### config.mk
export PLATFORM = sky130hd
export DESIGN_NAME = cpuf_core_p
export DESIGN_NICKNAME = d
export VERILOG_FILES = /design/src/rtl/cpuf_core_p.sv
export SDC_FILE = /design/constraint.sdc
export NUM_CORES = 1
export LEC_CHECK = 0
export CORE_UTILIZATION = 38
export CTS_CLUSTER_SIZE = 40
export DETAILED_ROUTE_END_ITERATION = 16
export PLACE_DENSITY = 0.7
export SYNTH_ARGS = -nofsm -noshare
export SYNTH_HDL_FRONTEND = slang
export SYNTH_SLANG_ARGS = --single-unit
### constraint.sdc
create_clock -name clk -period 2.2 [get_ports clk]
set_input_delay 0.55 -clock clk [delete_from_list [all_inputs] [get_ports clk]]
set_output_delay 0.55 -clock clk [all_outputs]
set_load 0.02 [all_outputs]
### src/rtl/cpuf_core_p.sv
// Multi-cycle accumulator CPU core with PC/IR/A/B/ACC, Z/C flags and a run gate.
// Instructions and data come from external memory over a req/ack handshake.
module cpuf_core_p #(
    parameter int ADDR_W = 4,
    parameter int DATA_W = 8
) (
    input  logic              clk,
    input  logic              reset,
    input  logic              run,
    output logic              mem_req,
    output logic              mem_we,
    output logic [ADDR_W-1:0] mem_addr,
    output logic [DATA_W-1:0] mem_wdata,
    input  logic [DATA_W-1:0] mem_rdata,
    input  logic              mem_ack,
    output logic [DATA_W-1:0] acc_out,
    output logic [ADDR_W-1:0] pc_out,
    output logic              flag_z,
    output logic              flag_c,
    output logic              halted
);

    typedef enum logic [1:0] {S_FETCH, S_DECODE, S_MEM, S_HALT} state_t;

    localparam logic [3:0] OP_LDA = 4'b1000;
    localparam logic [3:0] OP_LDB = 4'b0100;
    localparam logic [3:0] OP_ADD = 4'b0010;
    localparam logic [3:0] OP_SUB = 4'b0001;
    localparam logic [3:0] OP_JMP = 4'b1001;
    localparam logic [3:0] OP_JZ  = 4'b1011;
    localparam logic [3:0] OP_JC  = 4'b1100;
    localparam logic [3:0] OP_WRT = 4'b1010;
    localparam logic [3:0] OP_HLT = 4'b1111;

    state_t              state_q, state_d;
    logic [ADDR_W-1:0]   pc_q, pc_d;
    logic [DATA_W-1:0]   ir_q, ir_d;
    logic [DATA_W-1:0]   a_q, a_d, b_q, b_d, acc_q, acc_d;
    logic                z_q, z_d, c_q, c_d;
    logic                fact_q, fact_d;
    logic                req, we;
    logic [ADDR_W-1:0]   addr;
    logic [3:0]          op;
    logic [ADDR_W-1:0]   operand;
    logic [DATA_W:0]     sum;
    logic [DATA_W-1:0]   diff;

    assign op      = ir_q[DATA_W-1 -: 4];
    assign operand = ir_q[ADDR_W-1:0];
    assign sum     = {1'b0, a_q} + {1'b0, b_q};
    assign diff    = a_q - b_q;

    always_comb begin
        state_d = state_q;
        pc_d    = pc_q;
        ir_d    = ir_q;
        a_d     = a_q;
        b_d     = b_q;
        acc_d   = acc_q;
        z_d     = z_q;
        c_d     = c_q;
        fact_d  = 1'b0;
        req     = 1'b0;
        we      = 1'b0;
        addr    = pc_q;
        case (state_q)
            S_FETCH: begin
                // Once a fetch has been issued it is held until acked, even if run drops.
                if (run || fact_q) begin
                    req = 1'b1;
                    if (mem_ack) begin
                        ir_d    = mem_rdata;
                        pc_d    = pc_q + ADDR_W'(1);
                        state_d = S_DECODE;
                    end else begin
                        fact_d = 1'b1;
                    end
                end
            end
            S_DECODE: begin
                state_d = S_FETCH;
                case (op)
                    OP_HLT: state_d = S_HALT;
                    OP_JMP: pc_d = operand;
                    OP_JZ:  if (z_q) pc_d = operand;
                    OP_JC:  if (c_q) pc_d = operand;
                    OP_ADD: begin
                        acc_d = sum[DATA_W-1:0];
                        c_d   = sum[DATA_W];
                        z_d   = (sum[DATA_W-1:0] == '0);
                    end
                    OP_SUB: begin
                        acc_d = diff;
                        c_d   = (a_q < b_q);
                        z_d   = (a_q == b_q);
                    end
                    OP_LDA, OP_LDB, OP_WRT: state_d = S_MEM;
                    default: ;
                endcase
            end
            S_MEM: begin
                req  = 1'b1;
                addr = operand;
                we   = (op == OP_WRT);
                if (mem_ack) begin
                    if (op == OP_LDA) a_d = mem_rdata;
                    if (op == OP_LDB) b_d = mem_rdata;
                    state_d = S_FETCH;
                end
            end
            default: ;
        endcase
    end

    always_ff @(posedge clk) begin
        if (reset) begin
            state_q <= S_FETCH;
            pc_q    <= '0;
            ir_q    <= '0;
            a_q     <= '0;
            b_q     <= '0;
            acc_q   <= '0;
            z_q     <= 1'b0;
            c_q     <= 1'b0;
            fact_q  <= 1'b0;
        end else begin
            state_q <= state_d;
            pc_q    <= pc_d;
            ir_q    <= ir_d;
            a_q     <= a_d;
            b_q     <= b_d;
            acc_q   <= acc_d;
            z_q     <= z_d;
            c_q     <= c_d;
            fact_q  <= fact_d;
        end
    end

    // Reset masks the request immediately so a pending transfer cannot complete.
    assign mem_req   = req && !reset;
    assign mem_we    = we && !reset;
    assign mem_addr  = addr;
    assign mem_wdata = acc_q;
    assign acc_out   = acc_q;
    assign pc_out    = pc_q;
    assign flag_z    = z_q;
    assign flag_c    = c_q;
    assign halted    = (state_q == S_HALT);

endmodule

# Word level (Yosys, flattened, before mapping)
# Cells that the tools add are included.
# Widths: inputs -> output; s select.
word_totals:
  reg_bits: 41
  in_bits: 12
  output_inout_bits: 29
classes:
  add_sub_neg: 3
  n_lt_le_gt_ge: 1
  eq_ne: 19
  n_mux: 19
  bitwise: 2
  reduce_logical: 17
ops:
  columns: ["cell", "n"]
  rows:
  - ["$eq 4x4->1 const B", 6]
  - ["$mux 4", 5]
  - ["$pmux 8 s2", 1]
  - ["$pmux 4 s3", 1]
  - ["$add 8x8->9", 1]
  - ["$reduce_and 3->1", 3]
  - ["$eq 8x8->1", 1]
  - ["$logic_not 8->1", 1]
  - ["$lt 8x8->1", 1]
  - ["$pmux 4 s2", 1]
  - ["$sub 8x8->8", 1]
  - ["$mux 2", 3]
  - ["$ne 2x2->1 const B", 3]
  - ["$ne 3x3->1 const B", 2]
  - ["$pmux 1 s2", 3]
  - ["$pmux 2 s3", 1]
  - ["$reduce_and 6->1", 1]
  - ["$reduce_or 3->1", 2]
  - ["$add 4x1->4 const B", 1]
  - ["$eq 2x2->1 const B", 2]
  - ["$eq 4x1->1 const B", 1]
  - ["$eq 4x2->1 const B", 1]
  - ["$eq 4x3->1 const B", 1]
  - ["$ne 4x2->1 const B", 1]
  - ["12 further kinds", 17]

# Depth between registers and ports, before layout
# Gate-level depths: netlist (run 1).
logic_depth:
  depth_word: 4
  mapped_depth: 9
  depth_no_buf: 9

# Least setup slack after synthesis (run 1)
# Ideal clock, no wire load.
synth_path:
  path_kind: "input port to output port"
  from: "input reset"
  to: "output mem_req"
  arrival_ps: 1473
  required_time_ps: 1650
  path_slack_ps: 177
  path_stages: 3
  path_buffers: 2
  path_cell_list: "clkbuf_1 -> clkbuf_1 -> a211oi_1"
synth_between:
  elab_chain_cells: 2
synth_rtl:
  columns: ["element", "line_no", "rtl"]
  rows:
  - ["start: declaration", "8", "input logic reset,"]
  - ["$logic_not 1->1", "140", "assign mem_req = req && !reset;"]
  - ["$logic_and 1x1->1", "140", null]
  - ["end: declaration", "10", "output logic mem_req,"]
# Every way passes these cells.

# Worst setup path after layout (run 1)
layout_path:
  from: "register b_q[0]"
  to: "register acc_q[6], in the netlist acc_out[6]"
layout_between:
  elab_chain_cells: 2
  elab_cells_between_ends: 3
  cone_classes: "add/sub: 2; mux: 1"
layout_rtl:
  columns: ["element", "line_no", "rtl"]
  rows:
  - ["start: declaration", "38", "logic [DATA_W-1:0] a_q, a_d, b_q, b_d, acc_q, acc_d;"]
  - ["start signal: assignment", "121", "b_q <= '0;"]
  - ["start signal: assignment", "131", "b_q <= b_d;"]
  - ["$sub 8x8->8 or $add 8x8->9 (tied branches)", "51, 50", null]
  - ["$pmux 8 s2 (*)", "82", "case (op)"]
  - ["end signal: assignment", "122", "acc_q <= '0;"]
  - ["end signal: assignment", "132", "acc_q <= acc_d;"]
  - ["end: declaration", "38", null]
# Mark *: on every way between the ends. The rest lies on a longest branch, timed or not.
# A chain may end at the register's enable or synchronous reset.

==> impl_results.md, run 1 <==
- Run status: finished, final reports clean
- Critical Path, Cell by Cell: ha_1 -> fa_2 -> nor2b_2 -> o211ai_1 -> buf_4 -> a31o_2 -> a32o_2 -> nor4_2
- Die Wd: 86.0 um
- H-tree Lvls: 2
- Post-layout util: 49.1%
- P_leak: 1.44 nW
- Tcrit/Tclk final: 97.2%
- Tmin final: 2.14 ns
- Number of global-route vias before repair: 2,149
- Syn_area_per_cell: 8.33 um^2
- Worst-margin pin slew: 0.587 ns
- Most frequent cells in the layout: 46 x nor2_1, 40 x dfxtp_1, 33 x clkdlybuf4s50_1
- Skew-Pair Late Insertion Delay: 0.29 ns
- Total congestion overflow: 0
- MaxCap Viol Count: 0
- Final Hold Fails: 0
- Buffers & Inverters on Critical Path: 1
- 1st-iter DRT viols: 217
- PwrDens: 435 nW/um^2
- FP Rows: 30
- CTS tree: done
- CP startpoint kind: register
- RePlAce Congestion: 0.878
- I/O Pins: 41
- Drc violations: 0
- Critical path required time: 2.40 ns
- Max frequency: 0.468 GHz
- Layout Skew: 0.00387 ns
- Hold WC Path Type: register to register
- Antenna violations before repair: 0
- Die Y: 86.0 um
- Final Cell Area: 3330 um^2
- ANT nets after route: 0
- Relative max-transition margin: 60.8%
- CP max-delay cell: dfxtp_1
- Ant. Diodes: 0
- Via count: 2,399
- Post-synth top flop: dfxtp_1
- Synthesized instance count: 322
- Die ar.: 7400 um^2
- First-pass GRT wire length: 10.4 mm
- Post-synthesis sequential area ratio: 30.6%
- Clock Sinks: 41
- Mean number of vias per cell: 5.24
- Core region area: 6790 um^2
- Placed Instance Area: 3230 um^2
- Syn Nets: 353
- Port bufs: 40
- Final setup fails: 0
- Worst Path Max Fanout: 3
- DR pass1 iterations: 4
- Worst Setup End Kind: register
- CTS Root Buffer Type: clkbuf_8
- Reg clk slew, reported paths: 0.07 ns
- Most common cell after layout, fill and taps aside: nor2_1
- Detail Placement HPWL: 4.77 mm
- Max rail drop VDD: 0.170 mV
- Area Growth Syn to Fin: 24.3%
- DR WL/cell: 13.5 um
- WP data arrival: 2.33 ns
- Critical path class: register to register
- Synthesis-stage register bit count: 41
- Layout cells sized above 1: 13.8%
- FFs w/ async S/R, synth: 0%
- Cell area after synthesis: 2680 um^2
- Clk buf depth: 2
- CTS Buf Count: 5
- Number of synthesized flops with an enable pin: 0
- Total GRT Usage: 17.4%
- Layout Nets: 394
- Synthesis Warnings: 0
- Worst path top cell family by delay: compound AO/OA/AOI/OAI gates
- Synth cell types: 49
- Starting density of the core: 39.5%
- Final max-slew violation count: 0
- Largest net degree at the start of global routing: 43
- DRT Wirelength: 6.21 mm
- Slowest cell delay on critical path: 0.38 ns
[worst min-delay path, cell delays in order (launching register included)]
cell and delay [ns]:
dfxtp_1 0.33, nand2_1 0.06, a21oi_1 0.05
[cell usage after synthesis (all sizes together), types with 4 or more instances]
library cell,n,area (um^2)
ha,17,213
nand2,14,52.6
mux2,4,45.0
inv,17,63.8
clkbuf,17,63.8
a21oi,13,65.1
buf,13,88.8
dfxtp,41,821
a311oi,4,35.0
or4,4,30.0
nor2,48,180
nand4,5,31.3
xnor2,4,35.0
nand2b,9,56.3
o21ai,9,45.0
o211ai,4,30.0
nor3,5,25.0
a211oi,5,37.5
nor4,4,25.0
mux2i,30,300
o31ai,5,37.5
nor2b,8,50.1
a31oi,4,25.0
[cells by family (layout without fill, tap and decap cells)]
| family | after synthesis | after routing | synth area share (%) |
|---|---|---|---|
| adder cells (fa/ha/maj) | 19 | 19 | 9.42 |
| AND/OR/NAND/NOR | 114 | 114 | 21.3 |
| flip-flops | 41 | 41 | 30.6 |
| XOR/XNOR | 4 | 4 | 1.31 |
| multiplexers | 34 | 34 | 12.9 |
| buffers and inverters | 47 | 87 | 8.07 |
| AO/OA/AOI/OAI | 63 | 63 | 16.5 |
[through the flow]
stage          cells  setup WS, ns  TNS, ns  power (mW)  hold WS (ns)
6_report         458        0.0626        0        1.45         0.480
5_1_grt          458       -0.0493  -0.0493        1.53         0.500
4_1_cts          457       0.00614        0        1.47         0.482
3_5_place_dp     451        -0.267   -0.557        1.02         0.470
3_3_place_gp     451        -0.281   -0.544        1.02         0.458
2_1_floorplan    322         0.177        0       0.929         0.477
[worst paths after layout]
kind | startpoint | to | slack (ns) | cells past startpoint
min reg2reg | acc_out[2]$_SDFFE_PP0P_ | acc_out[2]$_SDFFE_PP0P_ | 0.48 | 2
max reg2reg | b_q[0]$_SDFFE_PP0P_ | acc_out[6]$_SDFFE_PP0P_ | 0.06 | 8
min | acc_out[2]$_SDFFE_PP0P_ | acc_out[2]$_SDFFE_PP0P_ | 0.48 | 2
max | b_q[0]$_SDFFE_PP0P_ | acc_out[6]$_SDFFE_PP0P_ | 0.06 | 8
[registers in the layout, summed over array words and instances, names as in the netlist]
signal / cells
state_q: 2
ir_q: 8
flag_c: 1
fact_q: 1
acc_out: 8
pc_out: 4
b_q: 8
a_q: 8
flag_z: 1
[report_power, final]
| part | switching (mW) | internal [mW] |
|---|---|---|
| clock network | 0.237 | 0.209 |
| logic | 0.114 | 0.105 |
| registers | 0.0221 | 0.763 |
[per-layer routing]
metal,GRT usage [%],share of wire [%]
met5,0,0
met4,5.15,1.4
met3,3.08,5.3
met2,28.4,46
met1,23.3,47
[area by class of cell]
class	instances	area, um^2
Fill cell	642	3460
Multi-Input combinational cell	234	1690
Sequential cell	41	822
Timing Repair Buffer	64	568
Tap cell	96	120
Clock buffer	5	68.8
Inverter	17	63.8
Clock inverter	1	5.00
[what timing repair did]
item,CTS,global route
hold buffers,0,0
gates resized for setup,7,19
pin swaps,0,4
endpoints found under the setup margin,6,11
buffers inserted,0,1
(Power assumes the default switching activity.)
==> run 2: changes to the inputs <==
Settings changed: ABC_CLOCK_PERIOD_IN_PS set to 2200, PLACE_DENSITY 0.7 to not set, PLACE_DENSITY_LB_ADDON set to 0.3.
==> impl_results.md, run 2 (same netlist as run 1, synthesis figures left out) <==
- Number of global-route vias before repair: 2,202 (+2.5%)
- Port bufs: 40 (unchanged)
- Die ar.: 7400 um^2 (unchanged)
- Max frequency: 0.460 GHz (-1.7%)
- Max rail drop VDD: 0.199 mV (+17%)
- FP Rows: 30 (unchanged)
- Setup Fix Bufs, Post-CTS: 0 (unchanged)
- Antenna violations before repair: 0 (unchanged)
- Worst-margin pin slew: 0.585 ns (-0.00187 ns)
- Die Wd: 86.0 um (unchanged)
- Total GRT Usage: 18.2% (+0.82 points)
- Placed Instance Area: 3240 um^2 (+0.19%)
- Final Cell Area: 3350 um^2 (+0.49%)
- H-tree Lvls: 2 (unchanged)
- Final max-slew violation count: 0 (unchanged)
- Area Growth Syn to Fin: 24.9%
- Starting density of the core: 39.5% (unchanged)
- Fillers: 645 (+0.47%)
- Worst Path Max Fanout: 2 (-1)
- Layout Nets: 393 (-0.25%)
- 1st-iter DRT viols: 155 (-29%)
- DR WL/cell: 13.8 um (+2.2%)
- Tmin final: 2.17 ns (+0.0373 ns)
- I/O Pins: 41 (unchanged)
- Clk buf depth: 2 (unchanged)
- MaxCap Viol Count: 0 (unchanged)
- Layout Skew: 0.0109 ns (+0.00701 ns)
- PwrDens: 480 nW/um^2 (+10%)
- Setup ws final: 0.0253 ns (-0.0373 ns)
- CTS Root Buffer Type: clkbuf_8
- CTS Buf Count: 5 (unchanged)
- Critical path class: input pin to output pin
- Via count: 2,412 (+0.54%)
- Drc violations: 0 (unchanged)
- Die Y: 86.0 um (unchanged)
- Skew-Pair Late Insertion Delay: 0.30 ns (about the same)
- Largest net degree at the start of global routing: 30 (-30%)
- ANT nets after route: 0 (unchanged)
- Final setup fails: 0 (unchanged)
- DRT Wirelength: 6.34 mm (+2.2%)
- Core region area: 6790 um^2 (unchanged)
- Critical path required time: 1.65 ns (-0.75 ns)
- Final Hold Fails: 0 (unchanged)
- CP startpoint kind: input pin
- Ant. Diodes: 0 (unchanged)
- CTS tree: done
- Run status: finished, final reports clean
- Worst Setup End Kind: output pin
- Unrepaired setup endpoints after global routing: no
- Most frequent cells in the layout: 47 x nor2_1, 41 x dfxtp_1, 34 x clkdlybuf4s50_1
- Clock Sinks: 41 (unchanged)
- Total congestion overflow: 0 (unchanged)
- Detail Placement HPWL: 4.91 mm (+2.9%)
- P_leak: 1.42 nW (-1.3%)
- Reg clk slew, reported paths: 0.09 ns (+0.02 ns)
- Most common cell after layout, fill and taps aside: nor2_1
- Tcrit/Tclk final: 98.8% (+1.7 points)
- WP data arrival: 1.62 ns (-0.71 ns)
- Hold WC Path Type: register to register
- Layout cells sized above 1: 12.7% (-1.1 points)
- Worst slack, placed: -0.302 ns (-0.0351 ns)
- First-pass GRT wire length: 10.6 mm (+2.5%)
- Relative max-transition margin: 60.9% (+0.12 points)
- RePlAce Congestion: 0.811 (-7.7%)
- Mean number of vias per cell: 5.27 (+0.54%)
- DR pass1 iterations: 4 (unchanged)
[run 2: report_power, final]
| part | leakage [nW] | internal, mW | total [mW] | switching [mW] |
|---|---|---|---|---|
| Clock | 0.0540 | 0.330 | 0.601 | 0.271 |
| Sequential | 0.332 | 0.763 | 0.786 | 0.0237 |
| Combinational | 1.03 | 0.106 | 0.220 | 0.114 |
| Total | 1.42 | 1.20 | 1.61 | 0.409 |
[run 2: layout make-up]
cell class	count	area, um^2	area share (%)
tap	96	120	3.58
sequential	41	821	24.5
multi-input combinational	234	1680	50.1
inverter	17	63.8	1.90
clock buffer	5	68.8	2.05
timing repair buffer	63	563	16.8
clock inverter	2	35.0	1.05
[run 2: what timing repair did]
item / in CTS / in global routing
setup endpoints to repair: 6 / 7
cloned: 0 / 0
pin swaps: 0 / 4
resized for setup: 9 / 8
hold buffers: 0 / 0
[run 2: path summary, 6_finish.rpt]
path / start / depth (start not counted) / slack [ns] / end
worst max-delay path: run / 4 / 0.03 / mem_req
worst min-delay path: acc_out[2]$_SDFFE_PP0P_ / 2 / 0.48 / acc_out[2]$_SDFFE_PP0P_
worst max register to register: state_q[0]$_SDFFE_PP0P_ / 6 / 0.10 / flag_z$_SDFFE_PP0P_
worst min register to register: acc_out[2]$_SDFFE_PP0P_ / 2 / 0.48 / acc_out[2]$_SDFFE_PP0P_
[run 2: layer usage]
metal  global-route usage [%]  share of wire, %
met5                        0                 0
met2                     29.6                47
met1                     24.4                47
met4                     5.91               1.4
met3                     3.18               4.7
[run 2: per-stage QoR]
step                setup TNS (ns)  total power [mW]  util [%]  hold slack (ns)  instances
global route                     0              1.68      49.3            0.502        458
CTS                              0              1.62      49.2            0.479        458
finish                           0              1.61      49.3            0.475        458
floorplan                        0             0.929         -            0.477        322
detailed placement          -0.564              1.03      47.6            0.465        451
global placement            -0.564              1.02      47.6            0.458        451
[run 2: worst max-delay path, stage by stage]
cell             delay (ns)
clkdlybuf4s50_1        0.45
nor2_1                 0.05
a211oi_1               0.23
clkdlybuf4s15_1        0.34
